File: config.mk
export PLATFORM = sky130hd
export DESIGN_NAME = mem_wb_load_align_flat
export DESIGN_NICKNAME = d
export VERILOG_FILES = /design/src/rtl/mem_wb_load_align_pkg.sv /design/src/rtl/mem_wb_load_align_if.sv /design/src/rtl/mem_wb_load_align_load_extender.sv /design/src/rtl/mem_wb_load_align.sv /design/src/flat_wrapper.sv
export SDC_FILE = /design/constraint.sdc
export NUM_CORES = 1
export LEC_CHECK = 0
export CAP_MARGIN = 20
export CORE_AREA = 2 2 98 109
export DETAILED_ROUTE_END_ITERATION = 6
export DIE_AREA = 0 0 100 111
export PLACE_DENSITY = 0.8
export SKIP_LAST_GASP = 1
export SYNTH_ARGS = -nofsm -noshare
export SYNTH_HDL_FRONTEND = slang
export SYNTH_SLANG_ARGS = --single-unit
File: constraint.sdc
create_clock -name clk -period 3.6 [get_ports clk]
set_clock_uncertainty 0.15 [all_clocks]
set_input_delay 0.72 -clock clk [delete_from_list [all_inputs] [get_ports clk]]
set_output_delay 0.72 -clock clk [all_outputs]
set_load 0.03 [all_outputs]
File: src/rtl/mem_wb_load_align_pkg.sv
// Shared definitions for the MEM/WB stage: load funct3 encodings, widths and
// the packed control word carried from MEM into WB.
package mem_wb_load_align_pkg;

    localparam int DATA_WIDTH     = 32;
    localparam int REG_ADDR_WIDTH = 5;

    localparam logic [2:0] FUNCT3_LB  = 3'b000;
    localparam logic [2:0] FUNCT3_LH  = 3'b001;
    localparam logic [2:0] FUNCT3_LW  = 3'b010;
    localparam logic [2:0] FUNCT3_LBU = 3'b100;
    localparam logic [2:0] FUNCT3_LHU = 3'b101;

    typedef struct packed {
        logic                      valid;
        logic                      reg_write;
        logic                      mem_to_reg;
        logic [2:0]                funct3;
        logic [1:0]                byte_off;
        logic [REG_ADDR_WIDTH-1:0] rd;
    } mem_wb_ctrl_t;

endpackage

File: src/rtl/mem_wb_load_align_if.sv
// MEM-stage inputs, data-memory read word, WB hazard controls and WB outputs.
// master = pipeline/memory side, slave = the MEM/WB stage itself.
interface mem_wb_load_align_if #(
    parameter int DATA_WIDTH     = 32,
    parameter int REG_ADDR_WIDTH = 5
);
    logic                      MEM_valid_i;
    logic                      MEM_RegWrite_i;
    logic                      MEM_MemToReg_i;
    logic [2:0]                MEM_funct3_i;
    logic [1:0]                MEM_byte_off_i;
    logic [REG_ADDR_WIDTH-1:0] MEM_rd_addr_i;
    logic [DATA_WIDTH-1:0]     MEM_alu_result_i;
    logic [DATA_WIDTH-1:0]     mem_rd_data_i;
    logic                      WB_stall_i;
    logic                      WB_flush_i;
    logic                      WB_valid_o;
    logic                      WB_RegWrite_o;
    logic [REG_ADDR_WIDTH-1:0] WB_rd_addr_o;
    logic [DATA_WIDTH-1:0]     WB_wr_data_o;
    logic                      WB_load_fault_o;

    modport master (
        output MEM_valid_i, MEM_RegWrite_i, MEM_MemToReg_i, MEM_funct3_i,
               MEM_byte_off_i, MEM_rd_addr_i, MEM_alu_result_i, mem_rd_data_i,
               WB_stall_i, WB_flush_i,
        input  WB_valid_o, WB_RegWrite_o, WB_rd_addr_o, WB_wr_data_o, WB_load_fault_o
    );

    modport slave (
        input  MEM_valid_i, MEM_RegWrite_i, MEM_MemToReg_i, MEM_funct3_i,
               MEM_byte_off_i, MEM_rd_addr_i, MEM_alu_result_i, mem_rd_data_i,
               WB_stall_i, WB_flush_i,
        output WB_valid_o, WB_RegWrite_o, WB_rd_addr_o, WB_wr_data_o, WB_load_fault_o
    );

endinterface

File: src/rtl/mem_wb_load_align_load_extender.sv
// Combinational load extraction: picks the byte/half/word addressed by the
// offset, sign- or zero-extends it, and flags misaligned or illegal loads.
module load_extender
    import mem_wb_load_align_pkg::*;
#(
    parameter int DATA_WIDTH = 32
) (
    input  logic [DATA_WIDTH-1:0] raw_word,
    input  logic [2:0]            funct3,
    input  logic [1:0]            byte_off,
    output logic [DATA_WIDTH-1:0] load_data,
    output logic                  fault
);

    logic [7:0]  byte_sel;
    logic [15:0] half_sel;

    assign byte_sel = raw_word[{byte_off, 3'b000} +: 8];
    assign half_sel = raw_word[{byte_off[1], 4'b0000} +: 16];

    // A faulting load returns zero so nothing stale can be forwarded.
    always_comb begin
        load_data = '0;
        fault     = 1'b0;
        case (funct3)
            FUNCT3_LB:  load_data = {{(DATA_WIDTH-8){byte_sel[7]}}, byte_sel};
            FUNCT3_LBU: load_data = {{(DATA_WIDTH-8){1'b0}}, byte_sel};
            FUNCT3_LH: begin
                if (byte_off[0]) fault = 1'b1;
                else             load_data = {{(DATA_WIDTH-16){half_sel[15]}}, half_sel};
            end
            FUNCT3_LHU: begin
                if (byte_off[0]) fault = 1'b1;
                else             load_data = {{(DATA_WIDTH-16){1'b0}}, half_sel};
            end
            FUNCT3_LW: begin
                if (byte_off != 2'b00) fault = 1'b1;
                else                   load_data = raw_word;
            end
            default: fault = 1'b1;
        endcase
    end

endmodule

File: src/rtl/mem_wb_load_align.sv
// MEM/WB pipeline register with load alignment, a stall hold buffer for the
// synchronous memory's read word, and register-file write qualification.
module mem_wb_load_align
    import mem_wb_load_align_pkg::*;
#(
    parameter int DATA_WIDTH     = mem_wb_load_align_pkg::DATA_WIDTH,
    parameter int REG_ADDR_WIDTH = mem_wb_load_align_pkg::REG_ADDR_WIDTH
) (
    input logic               clk,
    input logic               rst,
    mem_wb_load_align_if.slave bus
);

    mem_wb_ctrl_t          mem_ctrl;
    mem_wb_ctrl_t          wb_ctrl;
    logic [DATA_WIDTH-1:0] wb_alu;
    logic [DATA_WIDTH-1:0] hold_data;
    logic                  hold_valid;
    logic [DATA_WIDTH-1:0] raw_word;
    logic [DATA_WIDTH-1:0] load_data;
    logic                  ext_fault;
    logic                  load_fault;
    logic                  rd_nonzero;

    always_comb begin
        mem_ctrl            = '0;
        mem_ctrl.valid      = bus.MEM_valid_i & ~bus.WB_flush_i;
        mem_ctrl.reg_write  = bus.MEM_RegWrite_i;
        mem_ctrl.mem_to_reg = bus.MEM_MemToReg_i;
        mem_ctrl.funct3     = bus.MEM_funct3_i;
        mem_ctrl.byte_off   = bus.MEM_byte_off_i;
        mem_ctrl.rd         = bus.MEM_rd_addr_i;
    end

    // The memory word is only valid for one cycle, so the first stalled edge
    // of a live load snapshots it; flush still kills the slot while stalled.
    always_ff @(posedge clk or posedge rst) begin
        if (rst) begin
            wb_ctrl    <= '0;
            wb_alu     <= '0;
            hold_data  <= '0;
            hold_valid <= 1'b0;
        end else begin
            if (!bus.WB_stall_i) begin
                wb_ctrl    <= mem_ctrl;
                wb_alu     <= bus.MEM_alu_result_i;
                hold_valid <= 1'b0;
            end else begin
                if (bus.WB_flush_i) wb_ctrl.valid <= 1'b0;
                if (!hold_valid && wb_ctrl.valid && wb_ctrl.mem_to_reg) begin
                    hold_data  <= bus.mem_rd_data_i;
                    hold_valid <= 1'b1;
                end
            end
        end
    end

    assign raw_word = hold_valid ? hold_data : bus.mem_rd_data_i;

    load_extender #(.DATA_WIDTH(DATA_WIDTH)) u_load_extender (
        .raw_word  (raw_word),
        .funct3    (wb_ctrl.funct3),
        .byte_off  (wb_ctrl.byte_off),
        .load_data (load_data),
        .fault     (ext_fault)
    );

    assign load_fault = wb_ctrl.valid & wb_ctrl.mem_to_reg & ext_fault;
    assign rd_nonzero = (wb_ctrl.rd != {REG_ADDR_WIDTH{1'b0}});

    assign bus.WB_valid_o      = wb_ctrl.valid;
    assign bus.WB_rd_addr_o    = wb_ctrl.rd;
    assign bus.WB_load_fault_o = load_fault;
    assign bus.WB_wr_data_o    = wb_ctrl.mem_to_reg ? load_data : wb_alu;
    assign bus.WB_RegWrite_o   = wb_ctrl.valid & wb_ctrl.reg_write & ~load_fault & rd_nonzero;

endmodule

File: src/flat_wrapper.sv
// flat-port wrapper written by rule: the top's interface ports become plain ports
module mem_wb_load_align_flat import mem_wb_load_align_pkg::*;
#(
    parameter int DATA_WIDTH     = mem_wb_load_align_pkg::DATA_WIDTH,
    parameter int REG_ADDR_WIDTH = mem_wb_load_align_pkg::REG_ADDR_WIDTH
)
  (clk, rst, bus_MEM_valid_i, bus_MEM_RegWrite_i, bus_MEM_MemToReg_i, bus_MEM_funct3_i, bus_MEM_byte_off_i, bus_MEM_rd_addr_i, bus_MEM_alu_result_i, bus_mem_rd_data_i, bus_WB_stall_i, bus_WB_flush_i, bus_WB_valid_o, bus_WB_RegWrite_o, bus_WB_rd_addr_o, bus_WB_wr_data_o, bus_WB_load_fault_o);
  mem_wb_load_align_if #(.DATA_WIDTH(DATA_WIDTH), .REG_ADDR_WIDTH(REG_ADDR_WIDTH)) bus_i ();
  input logic clk;
  input logic rst;
  input wire logic [$bits(bus_i.MEM_valid_i)-1:0] bus_MEM_valid_i;
  input wire logic [$bits(bus_i.MEM_RegWrite_i)-1:0] bus_MEM_RegWrite_i;
  input wire logic [$bits(bus_i.MEM_MemToReg_i)-1:0] bus_MEM_MemToReg_i;
  input wire logic [$bits(bus_i.MEM_funct3_i)-1:0] bus_MEM_funct3_i;
  input wire logic [$bits(bus_i.MEM_byte_off_i)-1:0] bus_MEM_byte_off_i;
  input wire logic [$bits(bus_i.MEM_rd_addr_i)-1:0] bus_MEM_rd_addr_i;
  input wire logic [$bits(bus_i.MEM_alu_result_i)-1:0] bus_MEM_alu_result_i;
  input wire logic [$bits(bus_i.mem_rd_data_i)-1:0] bus_mem_rd_data_i;
  input wire logic [$bits(bus_i.WB_stall_i)-1:0] bus_WB_stall_i;
  input wire logic [$bits(bus_i.WB_flush_i)-1:0] bus_WB_flush_i;
  output wire logic [$bits(bus_i.WB_valid_o)-1:0] bus_WB_valid_o;
  output wire logic [$bits(bus_i.WB_RegWrite_o)-1:0] bus_WB_RegWrite_o;
  output wire logic [$bits(bus_i.WB_rd_addr_o)-1:0] bus_WB_rd_addr_o;
  output wire logic [$bits(bus_i.WB_wr_data_o)-1:0] bus_WB_wr_data_o;
  output wire logic [$bits(bus_i.WB_load_fault_o)-1:0] bus_WB_load_fault_o;
  assign bus_i.MEM_valid_i = bus_MEM_valid_i;
  assign bus_i.MEM_RegWrite_i = bus_MEM_RegWrite_i;
  assign bus_i.MEM_MemToReg_i = bus_MEM_MemToReg_i;
  assign bus_i.MEM_funct3_i = bus_MEM_funct3_i;
  assign bus_i.MEM_byte_off_i = bus_MEM_byte_off_i;
  assign bus_i.MEM_rd_addr_i = bus_MEM_rd_addr_i;
  assign bus_i.MEM_alu_result_i = bus_MEM_alu_result_i;
  assign bus_i.mem_rd_data_i = bus_mem_rd_data_i;
  assign bus_i.WB_stall_i = bus_WB_stall_i;
  assign bus_i.WB_flush_i = bus_WB_flush_i;
  assign bus_WB_valid_o = bus_i.WB_valid_o;
  assign bus_WB_RegWrite_o = bus_i.WB_RegWrite_o;
  assign bus_WB_rd_addr_o = bus_i.WB_rd_addr_o;
  assign bus_WB_wr_data_o = bus_i.WB_wr_data_o;
  assign bus_WB_load_fault_o = bus_i.WB_load_fault_o;
  mem_wb_load_align #(.DATA_WIDTH(DATA_WIDTH), .REG_ADDR_WIDTH(REG_ADDR_WIDTH)) u_core (.clk(clk), .rst(rst), .bus(bus_i));
endmodule
# Word level (Yosys, flattened, before mapping)
# Cells that the tools add are included.
# op_classes
n_eq_ne,6
reduce_logical,9
n_bitwise,8
n_shift,2
mux,13
# ops
cell,count
32-bit case mux with 5 select lines,1
32-bit 2-to-1 mux,4
32-bit by 6-bit variable part select with 16-bit output,1
32-bit by 6-bit variable part select with 8-bit output,1
16-bit 2-to-1 mux,1
1-bit bitwise AND,6
"3-bit == test, second input constant",2
1-bit 2-to-1 mux,6
5-bit nonzero test,1
"2-bit by 1-bit != test with 1-bit output, second input constant",2
2-bit OR reduction,2
"3-bit by 1-bit == test with 1-bit output, second input constant",1
"3-bit by 2-bit == test with 1-bit output, second input constant",1
3-bit logical NOT,1
1-bit case mux with 3 select lines,1
1-bit logical AND,2
1-bit NOT,2
2-bit AND reduction,1
2-bit nonzero test,1
1-bit logical NOT,1
# word_totals
output_inout_bits,40
reg_bits,78
wordCells,47

# Depth between registers and ports, before layout
# Gate-level depths: netlist of run 1.
# logic_depth
depth_word,7
mapped_depth,7

# By module
# Synthesis of run 1 repeated with hierarchy kept, for this count alone.
# hier_totals
cells_unflattened,365
area_unflattened_um2,4649.5
# modules_own_cells
module,n_inst,cells_each,seq_area_each_um2,area_each_um2
mem_wb_load_align,1,250,1951.9,3867.5
load_extender,1,115,0.0,782.0

# Worst setup path before layout of run 1
# No wires, ideal clock.
# synth_path
kind,input -> output
startpoint,input bus_mem_rd_data_i[31]
endpoint,output bus_WB_wr_data_o[30]
setup_slack_ns,0.521
t_required_ns,2.730
arrival_time_ns,2.209
path_stages,5
n_path_buf,1
path_cell_list,mux2i_1 > mux2_2 > or4_1 > buf_2 > a41oi_1
# synth_between
elab_chain_len,5
# synth_rtl
element,line,source
start: declaration,flat_wrapper.sv:18,input wire logic [$bits(bus_i.mem_rd_data_i)-1:0] bus_mem_rd_data_i;
32-bit 2-to-1 mux (*),mem_wb_load_align.sv:58,assign raw_word = hold_valid ? hold_data : bus.mem_rd_data_i;
32-bit by 6-bit variable part select with 16-bit output,mem_wb_load_align_load_extender.sv:19,"assign half_sel = raw_word[{byte_off[1], 4'b0000} +: 16];"
32-bit 2-to-1 mux,mem_wb_load_align_load_extender.sv:29,if (byte_off[0]) fault = 1'b1;
32-bit case mux with 5 select lines (*),mem_wb_load_align_load_extender.sv:25,case (funct3)
32-bit 2-to-1 mux (*),mem_wb_load_align.sv:74,assign bus.WB_wr_data_o = wb_ctrl.mem_to_reg ? load_data : wb_alu;
end: declaration,flat_wrapper.sv:24,output wire logic [$bits(bus_i.WB_wr_data_o)-1:0] bus_WB_wr_data_o;
# Every way passes the cells marked *; elsewhere a longest branch is shown, timed or not.

# Worst setup path after layout of run 1
# layout_path
startpoint,input bus_mem_rd_data_i[15]
endpoint,output bus_WB_wr_data_o[25]
# The elaborated chain is that of the path after synthesis.

==> impl_metrics.env, run 1 <==
export IMPL_rows=39
export IMPL_ctsLongestPathBuffers=2
export IMPL_p_int_mw=2.08
export IMPL_cts_buffers=9
export IMPL_start_kind="input pin"
export IMPL_reg2reg_from="u_core.wb_ctrl[10]"
export IMPL_finalPower_mw=2.93
export IMPL_pwr_share_clk=0.332
export IMPL_io_buffer_count=120
export IMPL_crit_arrival_ns=2.68
export IMPL_yosys_area_top_type_share=0.441
export IMPL_fin_tns_setup_ns=0
export IMPL_synth_top_cell_by_area="dfrtp_1"
export IMPL_synth_top_flop_cell="dfrtp_1"
export IMPL_cts_tree="done"
export IMPL_hold_start="u_core.hold_data[18]"
export IMPL_post_place_ws_ns=0.0538
export IMPL_ys_top_cells_by_count="84 x mux2_2, 78 x dfrtp_1, 33 x mux2i_1, 30 x nor2_1, 26 x a21oi_1"
export IMPL_finalSetupViolCount=0
export IMPL_fin_crit_ns=3.55
export IMPL_cp_cell_sequence="clkdlybuf4s50_1 > mux2i_1 > mux2_2 > or4_1 > buf_4 > a41oi_1 > buf_4"
export IMPL_multiInputGateArea_sq_um=2270
export IMPL_grt_overflow_total=0
export IMPL_finalMaxSlewViolations=0
export IMPL_hold_ws_ns=0.352
export IMPL_die_h_microns=111
export IMPL_clk_pin_slew_ns=0.06
export IMPL_hpwl_mm=8.67
export IMPL_design_core_area_sq_um=10100
export IMPL_syn2layout_area_growth_pct=36.9
export IMPL_grt_pass1_vias=3474
export IMPL_required_ns=2.73
export IMPL_path_class="input pin to primary output"
export IMPL_synth_seq_area_share=0.441
export IMPL_wl_per_cell_microns=18.1
export IMPL_gp_congestion=0.866
export IMPL_ant_nets=0
export IMPL_min_path_type="flip-flop to flip-flop"
export IMPL_die_x_microns=100
export IMPL_drcViolationCount=0
export IMPL_die_area_sq_um=11100
export IMPL_syn_inst=393
export IMPL_power_frac_comb=0.279
export IMPL_drive_above_1_share=0.320
export IMPL_r2r_slack_ns=1.51
export IMPL_cts_sinks=78
export IMPL_pin_count=121
export IMPL_routed_via_density=5.51
export IMPL_seqPwrFrac=0.389
export IMPL_critical_path_slowest_cell="clkdlybuf4s50_1"
export IMPL_rsz0062_at_grt="yes"
export IMPL_fin_nets=591
export IMPL_crit_path_frequent_cell="buf_4"
export IMPL_antenna_found_initial=0
export IMPL_max_cap_viol_count=0
export IMPL_ys_types=34
export IMPL_fmax_ghz=0.282
export IMPL_max_slew_margin_rel=0.522
export IMPL_hold_viol_final=0
export IMPL_fin_cells=638
export IMPL_switching_share=0.292
export IMPL_cts_setup_buffers=0
export IMPL_synth_edff_count=0
export IMPL_crit_start="bus_mem_rd_data_i[15]"
export IMPL_tightest_slew_ns=0.717
export IMPL_antenna_cells=0
export IMPL_nFillCells=847
export IMPL_yosysWarningCount=0
export IMPL_grt_first_pass_wirelength_mm=18.1
export IMPL_synth_area_top_cells="dfrtp_1 44%, mux2_2 21%, mux2i_1 7.5%"
export IMPL_design_area_sq_um=6050
export IMPL_synth_nets=474
export IMPL_clkLatencyLatePin_ns=0.33
export IMPL_fin_ws_ns=0.0521
export IMPL_fin_util=0.597
export IMPL_yosysMostFrequentCell="mux2_2"
export IMPL_worst_r2r_path_depth=4
export IMPL_vias=3515
export IMPL_cp_top_family="buffers and inverters"
export IMPL_drt_total_wl_mm=11.5
export IMPL_grt_max_degree=42
export IMPL_r2r_end="u_core.hold_data[28]"
export IMPL_place_area_sq_um=5710
export IMPL_yosys_register_bits=78
export IMPL_ir_drop_mv=0.247
export IMPL_critPathBufInv=3
export IMPL_switchingPower_mw=0.855
export IMPL_ctsHtreeMaxLevel=3
export IMPL_regArea_sq_um=1950
export IMPL_leakage_nw=2.50
export IMPL_power_density_nw_per_um2=484
export IMPL_critPathMaxStageDelay_ns=0.48
export IMPL_cp_num_cells=7
export IMPL_dr_pass1_iters=4
export IMPL_fin_crit_sh=0.986
export IMPL_grt_usage=0.210
export IMPL_synthesis_area_sq_um=4420
export IMPL_initial_utilization=0.436
export IMPL_crit_end="bus_WB_wr_data_o[25]"
export IMPL_dp_cells=622
export IMPL_drtIter0Drc=234
export IMPL_path_max_fanout=16
export IMPL_setup_worst_path_end_class="primary output"
export IMPL_status="finished, final reports clean"
export IMPL_synthArstFlopShare=1.00
export IMPL_syn_area_per_cell_sq_um=11.3
export IMPL_root_buffer="clkbuf_16"
sequential cells by signal, indices dropped and copies added, names as in the netlist:
register and count:
u_core.hold_data 32, u_core.wb_alu 32, u_core.wb_ctrl 7, u_core.bus.WB_rd_addr_o 5
u_core.bus.WB_valid_o 1, u_core.hold_valid 1
cell type report:
cell class | count | share of cell area
Clock inverter | 6 | 0.0141
Timing Repair Buffer | 141 | 0.217
Clock buffer | 10 | 0.0395
Sequential cell | 78 | 0.322
Tap cell | 123 | 0.0254
Inverter | 11 | 0.00703
Multi-Input combinational cell | 269 | 0.374
power by group through the flow:
stage	clock network (mW)	logic [mW]	registers [mW]
6_report	0.973	0.818	1.14
3_5_place_dp	0	0.819	1.15
3_3_place_gp	0	0.802	1.14
2_1_floorplan	0	0.542	1.12
4_1_cts	0.991	0.823	1.14
5_1_grt	1.03	0.877	1.16
placed cells by master (no fill, tap or decap), types with 8 or more instances in the layout:
cell | Yosys | final
dfrtp_1 | 78 | 78
buf_4 | 7 | 45
a31oi_2 | 8 | 8
mux2i_1 | 33 | 33
nor2_1 | 30 | 29
clkbuf_16 | 0 | 9
nor2b_1 | 8 | 8
a21oi_1 | 26 | 26
inv_1 | 10 | 9
a2bb2oi_1 | 9 | 9
mux2_2 | 84 | 84
or3_1 | 9 | 9
clkdlybuf4s50_1 | 0 | 89
nor3_1 | 10 | 10
nand2_1 | 11 | 11
o221ai_1 | 9 | 9
metal layers:
metal,global-route usage,up-vias,wire [microns]
met5,0,-,0
met4,0.0603,0,101
met3,0.0429,7,601
met2,0.339,104,5670
met1,0.285,1726,5160
li1,-,1678,-
cells by family after synthesis:
logic type             share of synthesized area
buffers and inverters                     0.0487
flip-flops                                 0.441
AO/OA/AOI/OAI                              0.134
AND/OR/NAND/NOR                           0.0874
multiplexers                               0.289
what timing repair did:
item / 4_1_cts / 5_1_grt
resized for setup: 0 / 7
hold buffers: 0 / 0
endpoints found under the hold margin: 0 / 0
setup endpoints to repair: 0 / 12
worst min path at each step:
stage | endpoint | cells past startpoint
after global placement | u_core.hold_data[21] | 1
final | u_core.hold_data[18] | 1
after CTS | u_core.hold_data[18] | 1
after global routing | u_core.hold_data[14] | 1
after floorplan | u_core.wb_alu[16] | 1
after detailed placement | u_core.hold_data[17] | 1
worst register-to-register path, delay by kind of cell, from the launching register on:
family	cells	cell delay, ns
buf+inv	2	0.72
flops	1	0.56
simple gates	1	0.13
mux	1	0.42
No activity file was read; power rests on OpenSTA's default activity.
==> run 2, diff against run 1 <==
--- a/config.mk
+++ b/config.mk
@@ -6,11 +6,13 @@
 export NUM_CORES = 1
 export LEC_CHECK = 0
 export CAP_MARGIN = 20
-export CORE_AREA = 2 2 98 109
+export CORE_AREA = 2 2 100 112
 export DETAILED_ROUTE_END_ITERATION = 6
-export DIE_AREA = 0 0 100 111
-export PLACE_DENSITY = 0.8
+export DIE_AREA = 0 0 102 114
+export DONT_BUFFER_PORTS = 1
+export PLACE_DENSITY = 0.65
 export SKIP_LAST_GASP = 1
 export SYNTH_ARGS = -nofsm -noshare
 export SYNTH_HDL_FRONTEND = slang
+export SYNTH_HIERARCHICAL = 1
 export SYNTH_SLANG_ARGS = --single-unit
==> run 2 against run 1 <==
  * Synthesized area increased by 5.1%
  * Clock power decreased by 6.1%
  * Design area decreased by 16%
==> impl_metrics.env, run 2 <==
export IMPL_syn_inst=365
export IMPL_syn_area_per_cell_sq_um=12.7
export IMPL_rsz0062_at_grt="no"
export IMPL_cts_tree="done"
export IMPL_path_class="flip-flop to primary output"
export IMPL_max_slew_margin_rel=0.449
export IMPL_ctsHoldBuffers=0
export IMPL_power_frac_comb=0.255
export IMPL_reg2reg_from="u_core/wb_ctrl[10]"
export IMPL_clkLatencyLatePin_ns=0.33
export IMPL_grt_overflow_total=0
export IMPL_place_area_sq_um=4760
export IMPL_fin_crit_ns=3.45
export IMPL_leakage_nw=2.13
export IMPL_switching_share=0.291
export IMPL_routed_via_density=5.66
export IMPL_critPathBufInv=1
export IMPL_design_area_sq_um=5070
export IMPL_pwr_share_clk=0.328
export IMPL_fin_nets=438
export IMPL_fin_util=0.477
export IMPL_finalMaxSlewViolations=0
export IMPL_yosysWarningCount=6
export IMPL_crit_start="u_core/hold_valid"
export IMPL_antenna_found_initial=1
export IMPL_cp_cell_sequence="buf_4 > mux2_2 > mux2_2 > a22oi_1 > o2bb2ai_1 > mux2_2"
export IMPL_seqPwrFrac=0.417
export IMPL_synth_top_flop_cell="dfrtp_1"
export IMPL_hpwl_mm=8.23
export IMPL_yosys_area_top_type_share=0.420
export IMPL_drt_total_wl_mm=11.0
export IMPL_critPathMaxStageDelay_ns=0.46
export IMPL_min_path_type="input pin to asynchronous set/reset pin"
export IMPL_synth_top_cell_by_area="dfrtp_1"
export IMPL_cts_setup_buffers=0
export IMPL_p_int_mw=1.98
export IMPL_fin_tns_setup_ns=0
export IMPL_io_buffer_count=0
export IMPL_layout_commonest_cell="mux2_2"
export IMPL_ant_nets=0
export IMPL_grt_usage=0.194
export IMPL_fin_crit_sh=0.957
export IMPL_die_h_microns=114
export IMPL_ctsHtreeMaxLevel=3
export IMPL_final_cell_mix="117 x mux2_2, 77 x dfrtp_1, 31 x mux2_4"
export IMPL_status="finished, final reports clean"
export IMPL_grt_pass1_vias=2908
export IMPL_post_place_ws_ns=0.353
export IMPL_yosys_register_bits=78
export IMPL_ir_drop_mv=0.211
export IMPL_max_cap_viol_count=0
export IMPL_power_density_nw_per_um2=550
export IMPL_ys_top_cells_by_count="117 x mux2_2, 78 x dfrtp_1, 31 x mux2_4, 16 x nand3_1, 15 x o21ai_0"
export IMPL_syn2layout_area_growth_pct=8.96
export IMPL_dp_cells=493
export IMPL_largestRegisters="u_core/hold_data: 32 flops, u_core/wb_alu: 32 flops, u_core/wb_ctrl: 7 flops"
export IMPL_grt_first_pass_wirelength_mm=16.6
export IMPL_start_kind="flip-flop"
export IMPL_clk_pin_slew_ns=0.06
export IMPL_tightest_slew_ns=0.826
export IMPL_initial_utilization=0.438
export IMPL_design_core_area_sq_um=10600
export IMPL_die_area_sq_um=11600
export IMPL_ctsLongestPathBuffers=2
export IMPL_worst_r2r_path_depth=2
export IMPL_r2r_slack_ns=1.27
export IMPL_fin_ws_ns=0.154
export IMPL_ys_types=38
export IMPL_synth_area_top_cells="dfrtp_1 42%, mux2_2 28%, mux2_4 10%"
export IMPL_cts_sinks=78
export IMPL_dr_pass1_iters=5
export IMPL_crit_path_frequent_cell="mux2_2"
export IMPL_drive_above_1_share=0.519
export IMPL_root_buffer="clkbuf_16"
export IMPL_synth_seq_area_share=0.420
export IMPL_gp_congestion=0.854
export IMPL_cts_buffers=9
export IMPL_critical_path_slowest_cell="dfrtp_2"
export IMPL_synthesis_area_sq_um=4650
export IMPL_cts_repair_resized=0
export IMPL_required_ns=2.73
export IMPL_cp_top_family="multiplexers"
export IMPL_synth_edff_count=0
export IMPL_vias=2883
export IMPL_drcViolationCount=0
export IMPL_die_x_microns=102
export IMPL_r2r_end="u_core/hold_data[17]"
export IMPL_crit_arrival_ns=2.58
export IMPL_switchingPower_mw=0.810
export IMPL_grt_max_degree=48
export IMPL_synthArstFlopShare=1.00
export IMPL_setup_worst_path_end_class="primary output"
export IMPL_path_max_fanout=16
export IMPL_pin_count=121
export IMPL_antenna_cells=0
export IMPL_hold_viol_final=0
export IMPL_rows=40
export IMPL_yosysMostFrequentCell="mux2_2"
export IMPL_drtIter0Drc=169
export IMPL_synth_nets=446
export IMPL_fmax_ghz=0.290
export IMPL_finalSetupViolCount=0
export IMPL_fin_cells=509
export IMPL_wl_per_cell_microns=21.6
-- run 2: changes by cell type after synthesis, sizes merged, moves of 9 or more --
cell,before,now
mux2,84,148
nand3,0,16
or3,9,0
o21ai,0,25
a21oi,26,3
o221ai,9,0
nor2,30,1
inv,11,2
mux2i,33,6
-- run 2: cell families (layout without fill, tap and decap cells) --
logic type / count (synthesis) / after routing / synth area share
AO/OA/AOI/OAI: 57 / 57 / 0.0840
buffers and inverters: 38 / 35 / 0.0492
flip-flops: 78 / 78 / 0.420
multiplexers: 154 / 154 / 0.396
AND/OR/NAND/NOR: 38 / 38 / 0.0506
-- run 2: power groups by stage --
stage / combinational, mW / clock [mW] / sequential [mW]
detailed placement: 0.714 / 0 / 1.17
global route: 0.755 / 0.981 / 1.18
global placement: 0.703 / 0 / 1.16
floorplan: 0.651 / 0 / 1.12
CTS: 0.715 / 0.945 / 1.16
finish: 0.710 / 0.914 / 1.16
-- run 2: per-layer routing --
layer / global-route usage / part of all wire / vias up / routed length (microns)
met5: 0 / 0 / - / 0
met2: 0.287 / 0.47 / 97 / 5120
li1: - / - / 1337 / -
met1: 0.267 / 0.45 / 1433 / 4940
met3: 0.0478 / 0.065 / 16 / 711
met4: 0.0871 / 0.020 / 0 / 220
-- run 2: worst max path at each step --
stage	to	slack, ns	cells past startpoint
after floorplan	bus_WB_wr_data_o[17]	0.23	8
after global placement	bus_WB_wr_data_o[19]	0.42	6
after detailed placement	bus_WB_wr_data_o[28]	0.35	6
after CTS	bus_WB_wr_data_o[28]	0.08	6
after global routing	bus_WB_wr_data_o[28]	0.02	6
final	bus_WB_wr_data_o[1]	0.15	6
-- run 2: area by class of cell --
cell class | count | area, sq um
Sequential cell | 78 | 1950
Timing Repair Buffer | 17 | 140
Fill cell | 1001 | 5540
Multi-Input combinational cell | 249 | 2480
Tap cell | 147 | 184
Inverter | 2 | 8.76
Clock inverter | 3 | 42.5
Clock buffer | 13 | 260
-- run 2: worst reg2reg max path, delay by kind of cell (launching register included) --
kind,cells,cell delay [ns]
flops,1,0.75
simple gates,1,0.74
mux,1,0.57
-- run 2: per-stage QoR --
stage / total power, mW / hold slack (ns)
floorplan: 1.77 / 0.324
global placement: 1.87 / 0.332
detailed placement: 1.88 / 0.338
CTS: 2.82 / 0.197
global route: 2.92 / 0.229
finish: 2.78 / 0.173
==> run 3, diff against run 2 <==
--- a/config.mk
+++ b/config.mk
@@ -6,9 +6,9 @@
 export NUM_CORES = 1
 export LEC_CHECK = 0
 export CAP_MARGIN = 20
-export CORE_AREA = 2 2 100 112
+export CORE_AREA = 3 3 101 113
 export DETAILED_ROUTE_END_ITERATION = 6
-export DIE_AREA = 0 0 102 114
+export DIE_AREA = 0 0 104 116
 export DONT_BUFFER_PORTS = 1
 export PLACE_DENSITY = 0.65
 export SKIP_LAST_GASP = 1
==> run 3 against run 2 <==
  * Sequential power is essentially flat
  * First-iteration DRC count increased by 45%
  * Utilization grew 0.72 points
  * Register-to-register slack got worse by 0.17 ns
  * Critical endpoint is now bus_WB_wr_data_o[6]
==> impl_metrics.env, run 3 (same netlist as run 2, synthesis figures left out) <==
export IMPL_status="finished, final reports clean"
export IMPL_clk_pin_slew_ns=0.06
export IMPL_layout_commonest_cell="mux2_2"
export IMPL_initial_utilization=0.449
export IMPL_clkLatencyLatePin_ns=0.33
export IMPL_max_cap_viol_count=0
export IMPL_io_buffer_count=0
export IMPL_cts_sinks=78
export IMPL_final_cell_mix="117 x mux2_2, 77 x dfrtp_1, 31 x mux2_4"
export IMPL_max_slew_margin_rel=0.455
export IMPL_fin_crit_ns=3.49
export IMPL_wl_per_cell_microns=22.2
export IMPL_ir_drop_mv=0.315
export IMPL_drt_total_wl_mm=11.1
export IMPL_grt_pass1_vias=3168
export IMPL_r2r_end="u_core/hold_data[14]"
export IMPL_design_core_area_sq_um=10300
export IMPL_tightest_slew_ns=0.816
export IMPL_drcViolationCount=0
export IMPL_fin_ws_ns=0.111
export IMPL_grt_overflow_total=0
export IMPL_setup_worst_path_end_class="primary output"
export IMPL_die_area_sq_um=12100
export IMPL_crit_path_frequent_cell="mux2_2"
export IMPL_die_x_microns=104
export IMPL_routed_via_density=5.96
export IMPL_design_area_sq_um=5010
export IMPL_fmax_ghz=0.287
export IMPL_leakage_nw=2.11
export IMPL_fin_crit_sh=0.969
export IMPL_grt_busiest_layer="met2"
export IMPL_path_max_fanout=22
export IMPL_required_ns=2.73
export IMPL_largestRegisters="u_core/hold_data: 32 flops, u_core/wb_alu: 32 flops, u_core/wb_ctrl: 7 flops"
export IMPL_gp_congestion=0.925
export IMPL_drive_above_1_share=0.517
export IMPL_rows=39
export IMPL_use_met1=0.238
export IMPL_pin_count=121
export IMPL_finalMaxSlewViolations=0
export IMPL_r2r_slack_ns=1.10
export IMPL_dp_cells=486
export IMPL_path_class="flip-flop to primary output"
export IMPL_grt_max_degree=48
export IMPL_antenna_cells=0
export IMPL_min_path_type="input pin to asynchronous set/reset pin"
export IMPL_fin_cells=501
export IMPL_start_kind="flip-flop"
export IMPL_root_buffer="clkbuf_16"
export IMPL_syn2layout_area_growth_pct=7.83
export IMPL_reg2reg_from="u_core/wb_ctrl[10]"
export IMPL_worst_r2r_path_depth=3
export IMPL_grt_use_met2=0.290
export IMPL_cts_buffers=9
export IMPL_ctsLongestPathBuffers=2
export IMPL_place_area_sq_um=4720
export IMPL_vias=2985
export IMPL_die_h_microns=116
export IMPL_finalPower_mw=2.75
export IMPL_ctsHoldBuffers=0
export IMPL_grt_first_pass_wirelength_mm=17.5
export IMPL_dr_pass1_iters=5
export IMPL_crit_arrival_ns=2.62
export IMPL_critical_path_slowest_cell="dfrtp_2"
export IMPL_cp_cell_sequence="buf_4 > mux2_2 > mux2_2 > a22oi_1 > o2bb2ai_1 > mux2_2"
export IMPL_finalSetupViolCount=0
export IMPL_cts_tree="done"
export IMPL_ctsHtreeMaxLevel=3
export IMPL_grt_usage=0.190
export IMPL_post_place_ws_ns=0.338
export IMPL_hpwl_mm=8.31
export IMPL_hold_viol_final=0
export IMPL_ant_nets=0
export IMPL_antenna_found_initial=1
export IMPL_fin_tns_setup_ns=0
export IMPL_drtIter0Drc=245
export IMPL_rsz0062_at_grt="no"
export IMPL_power_density_nw_per_um2=549
export IMPL_critPathMaxStageDelay_ns=0.44
export IMPL_grtUsageMet3=0.0646
export IMPL_fin_nets=435
==> run 3: cell type report <==
| cell class | instances | area (sq um) |
|---|---|---|
| Inverter | 2 | 8.76 |
| Clock buffer | 11 | 243 |
| Multi-Input combinational cell | 249 | 2480 |
| Fill cell | 950 | 5330 |
| Timing Repair Buffer | 14 | 105 |
| Tap cell | 143 | 179 |
| Clock inverter | 4 | 47.5 |
| Sequential cell | 78 | 1950 |
==> run 3: how the worst max path moves through the flow <==
stage                     slack (ns)                   end  depth (start not counted)             startpoint
after floorplan                 0.23  bus_WB_wr_data_o[17]                          8      u_core/hold_valid
after global placement          0.39  bus_WB_wr_data_o[28]                          6  bus_mem_rd_data_i[23]
after detailed placement        0.34  bus_WB_wr_data_o[31]                          6  bus_mem_rd_data_i[23]
after CTS                       0.04   bus_WB_wr_data_o[6]                          6      u_core/hold_valid
after global routing            0.03  bus_WB_wr_data_o[31]                          5      u_core/wb_ctrl[6]
final                           0.11   bus_WB_wr_data_o[6]                          6      u_core/hold_valid
==> run 3: per-layer routing <==
metal	up-vias	share of wire
li1	1329	-
met1	1498	0.43
met2	125	0.45
met3	31	0.078
met4	2	0.038
met5	-	0.00063
==> run 3: what timing repair did <==
action,in CTS,in global routing
setup endpoints to repair,0,7
buffers inserted,0,0
gates resized for setup,0,1
==> run 3: power breakdown <==
group	switching (mW)	internal, mW	leakage, nW
registers	0.129	1.04	0.929
clock network	0.340	0.549	0.141
logic	0.341	0.352	1.04
total	0.810	1.94	2.11
==> run 3: critical path, delay by kind of cell (launching register included) <==
| kind | cells | cell delay (ns) |
|---|---|---|
| buffers and inverters | 1 | 0.31 |
| flip-flops | 1 | 0.44 |
| AO/OA/AOI/OAI | 2 | 0.42 |
| multiplexers | 3 | 1.10 |
==> run 3: through the flow <==
step                hold WS [ns]   util
global placement           0.333  0.456
global route               0.255  0.485
floorplan                  0.324      -
detailed placement         0.338  0.456
finish                     0.210  0.485
CTS                        0.230  0.485
